### src/rtl/colour_pkg.sv
`default_nettype none
// ============================================================================
//  Module      : colour_pkg
//  Description : Shared widths, colour code constants and requester ids for
//                the colour LUT arbiter.
//  Revision    : 1.0  initial release
// ============================================================================
package colour_pkg;

    localparam int ADDR_W = 3;
    localparam int DATA_W = 24;

    localparam logic [ADDR_W-1:0] BLACK   = 3'd0;
    localparam logic [ADDR_W-1:0] BLUE    = 3'd1;
    localparam logic [ADDR_W-1:0] GREEN   = 3'd2;
    localparam logic [ADDR_W-1:0] CYAN    = 3'd3;
    localparam logic [ADDR_W-1:0] RED     = 3'd4;
    localparam logic [ADDR_W-1:0] MAGENTA = 3'd5;
    localparam logic [ADDR_W-1:0] YELLOW  = 3'd6;
    localparam logic [ADDR_W-1:0] WHITE   = 3'd7;

    typedef enum logic {
        REQ_A = 1'b0,
        REQ_B = 1'b1
    } req_id_e;

endpackage
`default_nettype wire

### src/rtl/lut_tag_pipe.sv
`default_nettype none
// ============================================================================
//  Module      : lut_tag_pipe
//  Description : RD_LAT-deep shift register of {valid, id} tags that tracks
//                which requester owns each read in flight.
//  Revision    : 1.0  initial release
// ============================================================================
module lut_tag_pipe
    import colour_pkg::*;
#(
    parameter int RD_LAT = 1
) (
    input  logic    clk,
    input  logic    rst,
    input  logic    push_valid,
    input  req_id_e push_id,
    output logic    last_valid,
    output req_id_e last_id,
    output logic    any_valid
);

    logic [RD_LAT-1:0] r_valid;
    req_id_e           r_id [RD_LAT];

    always_ff @(posedge clk or posedge rst) begin
        if (rst) begin
            r_valid <= '0;
        end else begin
            r_valid[0] <= push_valid;
            for (int i = 1; i < RD_LAT; i++) begin
                r_valid[i] <= r_valid[i-1];
            end
        end
    end

    // Ids carry no meaning without their valid bit, so they are not reset.
    always_ff @(posedge clk) begin
        r_id[0] <= push_id;
        for (int i = 1; i < RD_LAT; i++) begin
            r_id[i] <= r_id[i-1];
        end
    end

    assign last_valid = r_valid[RD_LAT-1];
    assign last_id    = r_id[RD_LAT-1];
    assign any_valid  = |r_valid;

endmodule
`default_nettype wire

### src/rtl/colour_lut_arbiter.sv
`default_nettype none
// ============================================================================
//  Module      : colour_lut_arbiter
//  Description : Round-robin arbiter sharing one colour->RGB lookup memory
//                between requesters A and B, routing results back by tag.
//  Revision    : 1.0  initial release
// ============================================================================
module colour_lut_arbiter #(
    parameter int RD_LAT = 1,
    parameter int ADDR_W = 3,
    parameter int DATA_W = 24
) (
    input  logic              clk,
    input  logic              rst,
    input  logic              enable,
    input  logic              req_a_valid,
    input  logic [ADDR_W-1:0] req_a_colour,
    output logic              req_a_ready,
    input  logic              req_b_valid,
    input  logic [ADDR_W-1:0] req_b_colour,
    output logic              req_b_ready,
    output logic              mem_enable,
    output logic [ADDR_W-1:0] mem_colour,
    input  logic [DATA_W-1:0] mem_rgb,
    output logic              rsp_a_valid,
    output logic [DATA_W-1:0] rsp_a_rgb,
    output logic              rsp_b_valid,
    output logic [DATA_W-1:0] rsp_b_rgb
);
    import colour_pkg::*;

    req_id_e           r_last_grant;
    logic              r_rsp_a_valid;
    logic              r_rsp_b_valid;
    logic [DATA_W-1:0] r_rsp_a_rgb;
    logic [DATA_W-1:0] r_rsp_b_rgb;

    logic              w_grant_a;
    logic              w_grant_b;
    logic              w_issue;
    req_id_e           w_issue_id;
    logic              w_tag_valid;
    req_id_e           w_tag_id;
    logic              w_tag_any;
    logic              w_cap_a;
    logic              w_cap_b;

    // Reset gates the grant so ready/address drop the moment rst rises.
    always_comb begin
        w_grant_a = 1'b0;
        w_grant_b = 1'b0;
        if (!rst && enable) begin
            w_grant_a = req_a_valid && (!req_b_valid || r_last_grant == REQ_B);
            w_grant_b = req_b_valid && (!req_a_valid || r_last_grant == REQ_A);
        end
    end

    assign w_issue    = w_grant_a | w_grant_b;
    assign w_issue_id = w_grant_b ? REQ_B : REQ_A;

    always_comb begin
        mem_colour = '0;
        if (w_grant_a) begin
            mem_colour = req_a_colour;
        end else if (w_grant_b) begin
            mem_colour = req_b_colour;
        end
    end

    always_ff @(posedge clk or posedge rst) begin
        if (rst) begin
            r_last_grant <= REQ_B;
        end else if (w_issue) begin
            r_last_grant <= w_issue_id;
        end
    end

    lut_tag_pipe #(
        .RD_LAT (RD_LAT)
    ) u_tag_pipe (
        .clk        (clk),
        .rst        (rst),
        .push_valid (w_issue),
        .push_id    (w_issue_id),
        .last_valid (w_tag_valid),
        .last_id    (w_tag_id),
        .any_valid  (w_tag_any)
    );

    assign w_cap_a = w_tag_valid && (w_tag_id == REQ_A);
    assign w_cap_b = w_tag_valid && (w_tag_id == REQ_B);

    always_ff @(posedge clk or posedge rst) begin
        if (rst) begin
            r_rsp_a_valid <= 1'b0;
            r_rsp_b_valid <= 1'b0;
            r_rsp_a_rgb   <= '0;
            r_rsp_b_rgb   <= '0;
        end else begin
            r_rsp_a_valid <= w_cap_a;
            r_rsp_b_valid <= w_cap_b;
            if (w_cap_a) begin
                r_rsp_a_rgb <= mem_rgb;
            end
            if (w_cap_b) begin
                r_rsp_b_rgb <= mem_rgb;
            end
        end
    end

    assign req_a_ready = w_grant_a;
    assign req_b_ready = w_grant_b;
    assign mem_enable  = w_issue | w_tag_any;
    assign rsp_a_valid = r_rsp_a_valid;
    assign rsp_b_valid = r_rsp_b_valid;
    assign rsp_a_rgb   = r_rsp_a_rgb;
    assign rsp_b_rgb   = r_rsp_b_rgb;

endmodule
`default_nettype wire

### config.mk
export PLATFORM = sky130hd
export DESIGN_NAME = colour_lut_arbiter
export DESIGN_NICKNAME = d
export VERILOG_FILES = /design/src/rtl/colour_pkg.sv /design/src/rtl/lut_tag_pipe.sv /design/src/rtl/colour_lut_arbiter.sv
export SDC_FILE = /design/constraint.sdc
export NUM_CORES = 1
export LEC_CHECK = 0
export ABC_AREA = 1
export CORE_ASPECT_RATIO = 0.5
export CORE_MARGIN = 2
export CORE_UTILIZATION = 37
export CTS_CLUSTER_DIAMETER = 150
export DETAILED_ROUTE_END_ITERATION = 6
export PLACE_DENSITY = 0.75
export SYNTH_ARGS = -nofsm -noshare
export SYNTH_HDL_FRONTEND = slang
export SYNTH_HIERARCHICAL = 1
export SYNTH_SLANG_ARGS = --single-unit
export TNS_END_PERCENT = 5
### constraint.sdc
create_clock -name clk -period 1.3 [get_ports clk]
set_input_delay 0.195 -clock clk [delete_from_list [all_inputs] [get_ports clk]]
set_output_delay 0.195 -clock clk [all_outputs]
set_load 0.02 [all_outputs]
==> results of run 1 <==
final cells by class:
class | instances | share of cell area
clock inverter | 1 | 0.00953
tap | 73 | 0.0290
sequential | 53 | 0.420
clock buffer | 7 | 0.0274
inverter | 35 | 0.0429
multi-input combinational | 118 | 0.179
timing repair buffer | 97 | 0.292
worst max path at each step:
stage | to | slack, ns | cells after the start
2_1_floorplan | rsp_a_rgb[0] | 0.14 | 7
3_5_place_dp | mem_colour[1] | -0.67 | 7
6_report | mem_colour[1] | -0.24 | 5
5_1_grt | mem_colour[1] | -0.30 | 5
4_1_cts | mem_colour[1] | -0.24 | 5
3_3_place_gp | mem_colour[0] | -0.64 | 7
synthesized netlist by cell type, types with 2 or more instances:
master | n | area (µm²)
clkbuf_1 | 4 | 15.0
o21ai_1 | 5 | 25.0
buf_6 | 2 | 22.5
nand3_1 | 6 | 30.0
inv_1 | 35 | 131
nand2_1 | 59 | 221
nand4_1 | 3 | 18.8
o21ai_2 | 5 | 43.8
o21ai_0 | 38 | 190
buf_2 | 3 | 15.0
dfrtp_1 | 51 | 1280
worst reg2reg max path, stage by stage (launching register included):
cell and delay, ns:
dfrtp_1 0.40, inv_1 0.06, or2_4 0.43, nand2_1 0.15
o21ai_2 0.08
registers in the layout, indices dropped and copies added, names as in the netlist:
name                  cells
rsp_a_rgb                24
rsp_b_rgb                24
r_last_grant              1
rsp_a_valid               1
rsp_b_valid               1
u_tag_pipe/any_valid      1
u_tag_pipe/r_id           1
repair_timing:
item,CTS,global route
pin swaps,2,1
resized for setup,88,6
setup endpoints to repair,56,21
report_power, final:
group | total (W) | switching (W) | internal [W]
sequential | 0.00235 | 0.000238 | 0.00211
clock | 0.00113 | 0.000506 | 0.000628
combinational | 0.00190 | 0.00113 | 0.000771
kinds of logic after synthesis:
| group | synth area share |
|---|---|
| compound gates | 0.126 |
| buf+inv | 0.0953 |
| flops | 0.642 |
| simple gates | 0.137 |
stage by stage:
step	hold WS (ns)	setup slack, ns	setup TNS [ns]	power (W)
finish	0.217	-0.236	-1.27	0.00538
global route	0.226	-0.301	-2.03	0.00571
CTS	0.212	-0.236	-1.24	0.00544
detailed placement	0.468	-0.673	-3.77	0.00463
global placement	0.467	-0.641	-3.71	0.00457
floorplan	-0.0763	0.141	0	0.00342
layout by cell type, fill, tap and decap left out, types with 4 or more instances in the layout:
master / n
dlygate4sd2_1: 50
o21ai_1: 7
o21ai_0: 36
dfrtp_1: 51
buf_6: 6
nand2_1: 57
o21ai_2: 5
buf_4: 4
inv_1: 33
clkdlybuf4s50_1: 34
clkbuf_8: 6
nand3_1: 4
routing by layer:
layer,GRT usage,vias up,routed length (µm)
met2,0.309,32,2560
met4,0.0434,0,25
met3,0.0302,2,164
li1,-,861,-
met1,0.194,810,1960
met5,0,-,0
==> impl_metrics.py, run 1 <==
metrics = {
    "place": {
        "gp_congestion": 0.746,
        "hpwl_um": 3400,
        "io_buffers": 90,
        "dpl_cell_area_um2": 3070,
        "dpl.cell_count": 376,
    },
    "yosys": {
        "yosysWarnings": 6,
        "synth_async_sr_flop_share": 0.981,
        "synth_area_um2": 2060,
        "yosysSeqAreaShare": 0.642,
        "ys_seq_elements": 53,
        "syn_area_per_cell_um2": 9.50,
        "synth-edff-count": 0,
        "syn-num-nets": 252,
        "yosysUniqueCellTypes": 17,
        "syn-instance-count": 217,
        "synth-main-ff-cell": "dfrtp_1",
    },
    "critical_path": {
        "slowest_stage": "dfstp_2",
        "critPathRequiredTime_ns": 1.11,
        "reg2reg_to": "rsp_a_rgb[22]",
        "path_class": "register to output pin",
        "cpPeakStageDelay_ns": 0.58,
        "critical-path-top-delay-family": "flip-flops",
        "worstRegToRegCells": 4,
        "r2r_slack_ns": 0.11,
        "worst-path-max-fanout": 3,
        "r2r_start": "u_tag_pipe/any_valid",
        "setup.worst_path.start": "r_last_grant",
        "endpoint_kind": "output pin",
        "arrival_ns": 1.34,
        "cp_cell_sequence": "nand2_4, buf_6, nand4_1, nand2_1, buf_6",
        "path_buf_inv": 2,
        "crit_top_cell": "buf_6",
        "start_kind": "register",
    },
    "power_and_ir_drop": {
        "p_leak_nw": 1.68,
        "p_per_area_nw_per_um2": 1710,
        "ir_drop_mv": 0.752,
    },
    "sta": {
        "fin_crit_ns": 1.54,
        "drv_slew": 0,
        "fin_skew_ns": 0.00396,
        "max_freq_mhz": 651,
        "fin_crit_sh": 1.18,
        "finalHoldViolations": 0,
        "max_slew_margin": 0.659,
        "setup_slack_ns": -0.236,
        "rsz0062_at_grt": "true",
        "max_slew.worst_pin.slew_ns": 0.512,
        "setup_viol": 6,
    },
    "grt": {
        "grt_pass1_vias": 1742,
        "grt_pass1_wl_um": 8020,
        "grt_usage": 0.165,
        "grt_remaining_overflow": 0,
        "antenna_found_initial": 0,
        "grt_max_degree": 51,
    },
    "clocking": {
        "cts_tree": "built",
        "clock_latency_ns": 0.29,
        "root_buffer": "clkbuf_8",
        "cts_max_level": 2,
        "postCtsSetupBuffers": 0,
        "cts_num_sinks": 53,
        "clk_pin_slew_ns": 0.09,
        "cts_buffer_depth": 2,
        "numCtsBuffers": 5,
        "cts_hold_buffers": 0,
    },
    "cells_and_area": {
        "nFillCells": 493,
        "stdcell_count": 384,
        "regArea_um2": 1320,
        "drive_above_1_share": 0.109,
        "syn_to_final_growth_pct": 52.9,
        "final_util": 0.581,
        "final_area_um2": 3150,
        "layout.nets": 345,
        "diodes": 0,
        "multiInputGateArea_um2": 564,
    },
    "floorplan": {
        "start_util": 0.380,
        "rows": 19,
        "core_um2": 5420,
        "ios": 91,
        "fp.dieW_um": 110,
        "die_area_um2": 6220,
        "die_y_um": 56.8,
    },
    "routing": {
        "vias": 1705,
        "wl_um": 4710,
        "ant_nets": 0,
        "detail_route.iter0.violations": 92,
        "routed_via_density": 4.44,
        "drc": 0,
        "drt-pass1-iter-count": 4,
        "wl_per_cell_um": 12.3,
    },
    "run_status": {
        "status": "finished, violations left",
        "violations": "negative setup slack",
    },
    "job": {
        "maxCapViolations": 0,
    },
    "min_path": {
        "hold_class": "primary input to asynchronous set/reset pin",
    },
}
No activity file was read; power rests on OpenSTA's default activity.
==> inputs of run 2 (changes only) <==
Settings changed: PLACE_DENSITY 0.75 to 0.82.
==> run 2 against run 1 <==
Net effect:
- the run still ends with negative setup slack left
- clock skew about the same
- critical path depth unchanged
- core utilization increased by 0.99 points
- non-clock buffer count increased by 2
- cell area increased by 1.7%
- sequential power about the same
- die area unchanged
- hold slack improved by 0.048 ns
- power increased by 3.6%
- routed wire length increased by 4.8%
- sequential share of layout area decreased by 0.70 points
- global-route usage increased by 0.76 points
- critical endpoint is now mem_colour[2]
- largest power group unchanged
==> impl_metrics.py, run 2 (synthesis results as in run 1) <==
metrics = {
    "floorplan": {
        "die_y_um": 56.8,
        "ios": 91,
        "fp.dieW_um": 110,
        "start_util": 0.380,
        "rows": 19,
        "core_um2": 5420,
        "die_area_um2": 6220,
    },
    "routing": {
        "drt-pass1-iter-count": 4,
        "drc": 0,
        "wl_um": 4930,
        "ant_nets": 0,
        "detail_route.iter0.violations": 91,
        "routed_via_density": 4.54,
        "wl_per_cell_um": 12.8,
        "vias": 1752,
    },
    "clocking": {
        "cts_tree": "built",
        "root_buffer": "clkbuf_8",
        "numCtsBuffers": 5,
        "cts_num_sinks": 53,
        "cts_buffer_depth": 2,
        "clk_pin_slew_ns": 0.09,
        "postCtsSetupBuffers": 0,
        "cts_max_level": 2,
        "cts_hold_buffers": 0,
        "clock_latency_ns": 0.30,
    },
    "cells_and_area": {
        "layout.nets": 347,
        "drive_above_1_share": 0.125,
        "final_cell_mix": "56 x nand2_1, 51 x dfrtp_1, 50 x dlygate4sd2_1, 35 x o21ai_0, 34 x clkdlybuf4s50_1",
        "final_util": 0.591,
        "diodes": 0,
        "syn_to_final_growth_pct": 55.5,
        "final_common_cell": "nand2_1",
    },
    "sta": {
        "setup_slack_ns": -0.231,
        "rsz0062_at_grt": "true",
        "fin_crit_ns": 1.53,
        "setup_viol": 6,
        "setup_tns_ns": -1.19,
        "drv_slew": 0,
        "max_slew_margin": 0.651,
        "max_freq_mhz": 653,
        "max_slew.worst_pin.slew_ns": 0.523,
        "finalHoldViolations": 0,
        "fin_skew_ns": 0.00412,
        "fin_crit_sh": 1.18,
    },
    "place": {
        "gp_congestion": 0.734,
        "hpwl_um": 3710,
        "io_buffers": 90,
    },
    "critical_path": {
        "path_class": "register to output pin",
        "worst-path-max-fanout": 4,
        "cp_cell_sequence": "nand2_4, buf_6, nand4_1, nand2_1, buf_6",
        "path_buf_inv": 2,
        "cpPeakStageDelay_ns": 0.58,
        "crit_top_cell": "buf_6",
        "critPathRequiredTime_ns": 1.11,
        "critical-path-top-delay-family": "flip-flops",
        "endpoint_kind": "output pin",
        "arrival_ns": 1.34,
        "start_kind": "register",
        "slowest_stage": "dfstp_2",
    },
    "run_status": {
        "violations": "negative setup slack",
        "status": "finished, violations left",
    },
    "grt": {
        "grt_pass1_vias": 1703,
        "grt_remaining_overflow": 0,
        "grt_pass1_wl_um": 8250,
        "antenna_found_initial": 0,
        "grt_max_degree": 50,
        "grt_usage": 0.173,
    },
    "power_and_ir_drop": {
        "p_leak_nw": 1.70,
        "p_per_area_nw_per_um2": 1740,
        "ir_drop_mv": 0.677,
        "power_w": 0.00557,
    },
    "job": {
        "maxCapViolations": 0,
    },
    "min_path": {
        "hold_class": "primary input to asynchronous set/reset pin",
    },
}
## run 2: cell count changes in the layout (fill, tap and decap cells not counted), sizes merged
cell and delta:
clkinv +1, bufinv +1, clkbuf -2, buf +2
## run 2: power breakdown
part	switching, W	total (W)	leakage [nW]	internal, W
Sequential	0.000250	0.00236	0.629	0.00211
Combinational	0.00114	0.00192	1.01	0.000779
Clock	0.000523	0.00129	0.0681	0.000764
Total	0.00192	0.00557	1.70	0.00365
## run 2: per-layer routing
layer / vias up / global-route usage / wire length, µm
li1: 858 / - / -
met1: 850 / 0.204 / 1970
met2: 37 / 0.318 / 2710
met3: 7 / 0.0348 / 183
met4: 0 / 0.0488 / 61
met5: - / 0 / 0
## run 2: through the flow
stage | hold slack, ns | area, µm² | setup slack (ns) | cells
2_1_floorplan | -0.0763 | 2060 | 0.141 | 217
3_3_place_gp | 0.465 | 3100 | -0.628 | 378
3_5_place_dp | 0.472 | 3100 | -0.681 | 378
4_1_cts | 0.215 | 3190 | -0.246 | 386
5_1_grt | 0.253 | 3200 | -0.312 | 386
6_report | 0.264 | 3200 | -0.231 | 386
## run 2: worst paths after layout
check | startpoint | end | slack [ns] | depth (start not counted)
max in group asynchronous | rst | rsp_b_rgb[20] | 0.57 | 4
worst min register to register | rsp_a_rgb[11] | rsp_a_rgb[11] | 0.49 | 2
worst max-delay path | r_last_grant | mem_colour[2] | -0.23 | 5
worst min-delay path | rst | u_tag_pipe/any_valid | 0.26 | 3
min in group clk | mem_rgb[0] | rsp_a_rgb[0] | 0.45 | 3
worst max register to register | u_tag_pipe/any_valid | rsp_a_rgb[14] | 0.09 | 3
## run 2: what timing repair did
action / 4_1_cts / 5_1_grt
endpoints found under the setup margin: 56 / 12
pin swaps: 5 / 0
gates resized for setup: 89 / 8
## run 2: final cells by class
type | instances | area (µm²)
Tap cell | 73 | 91.3
Clock buffer | 5 | 68.8
Fill cell | 467 | 2220
Inverter | 35 | 135
Clock inverter | 3 | 65.1
Sequential cell | 53 | 1320
Timing Repair Buffer | 99 | 945
Multi-Input combinational cell | 118 | 577
## run 2: tightest hold or removal path, stage by stage
cell,delay (ns)
clkdlybuf4s50_1,0.47
buf_4,0.17
inv_1,0.05
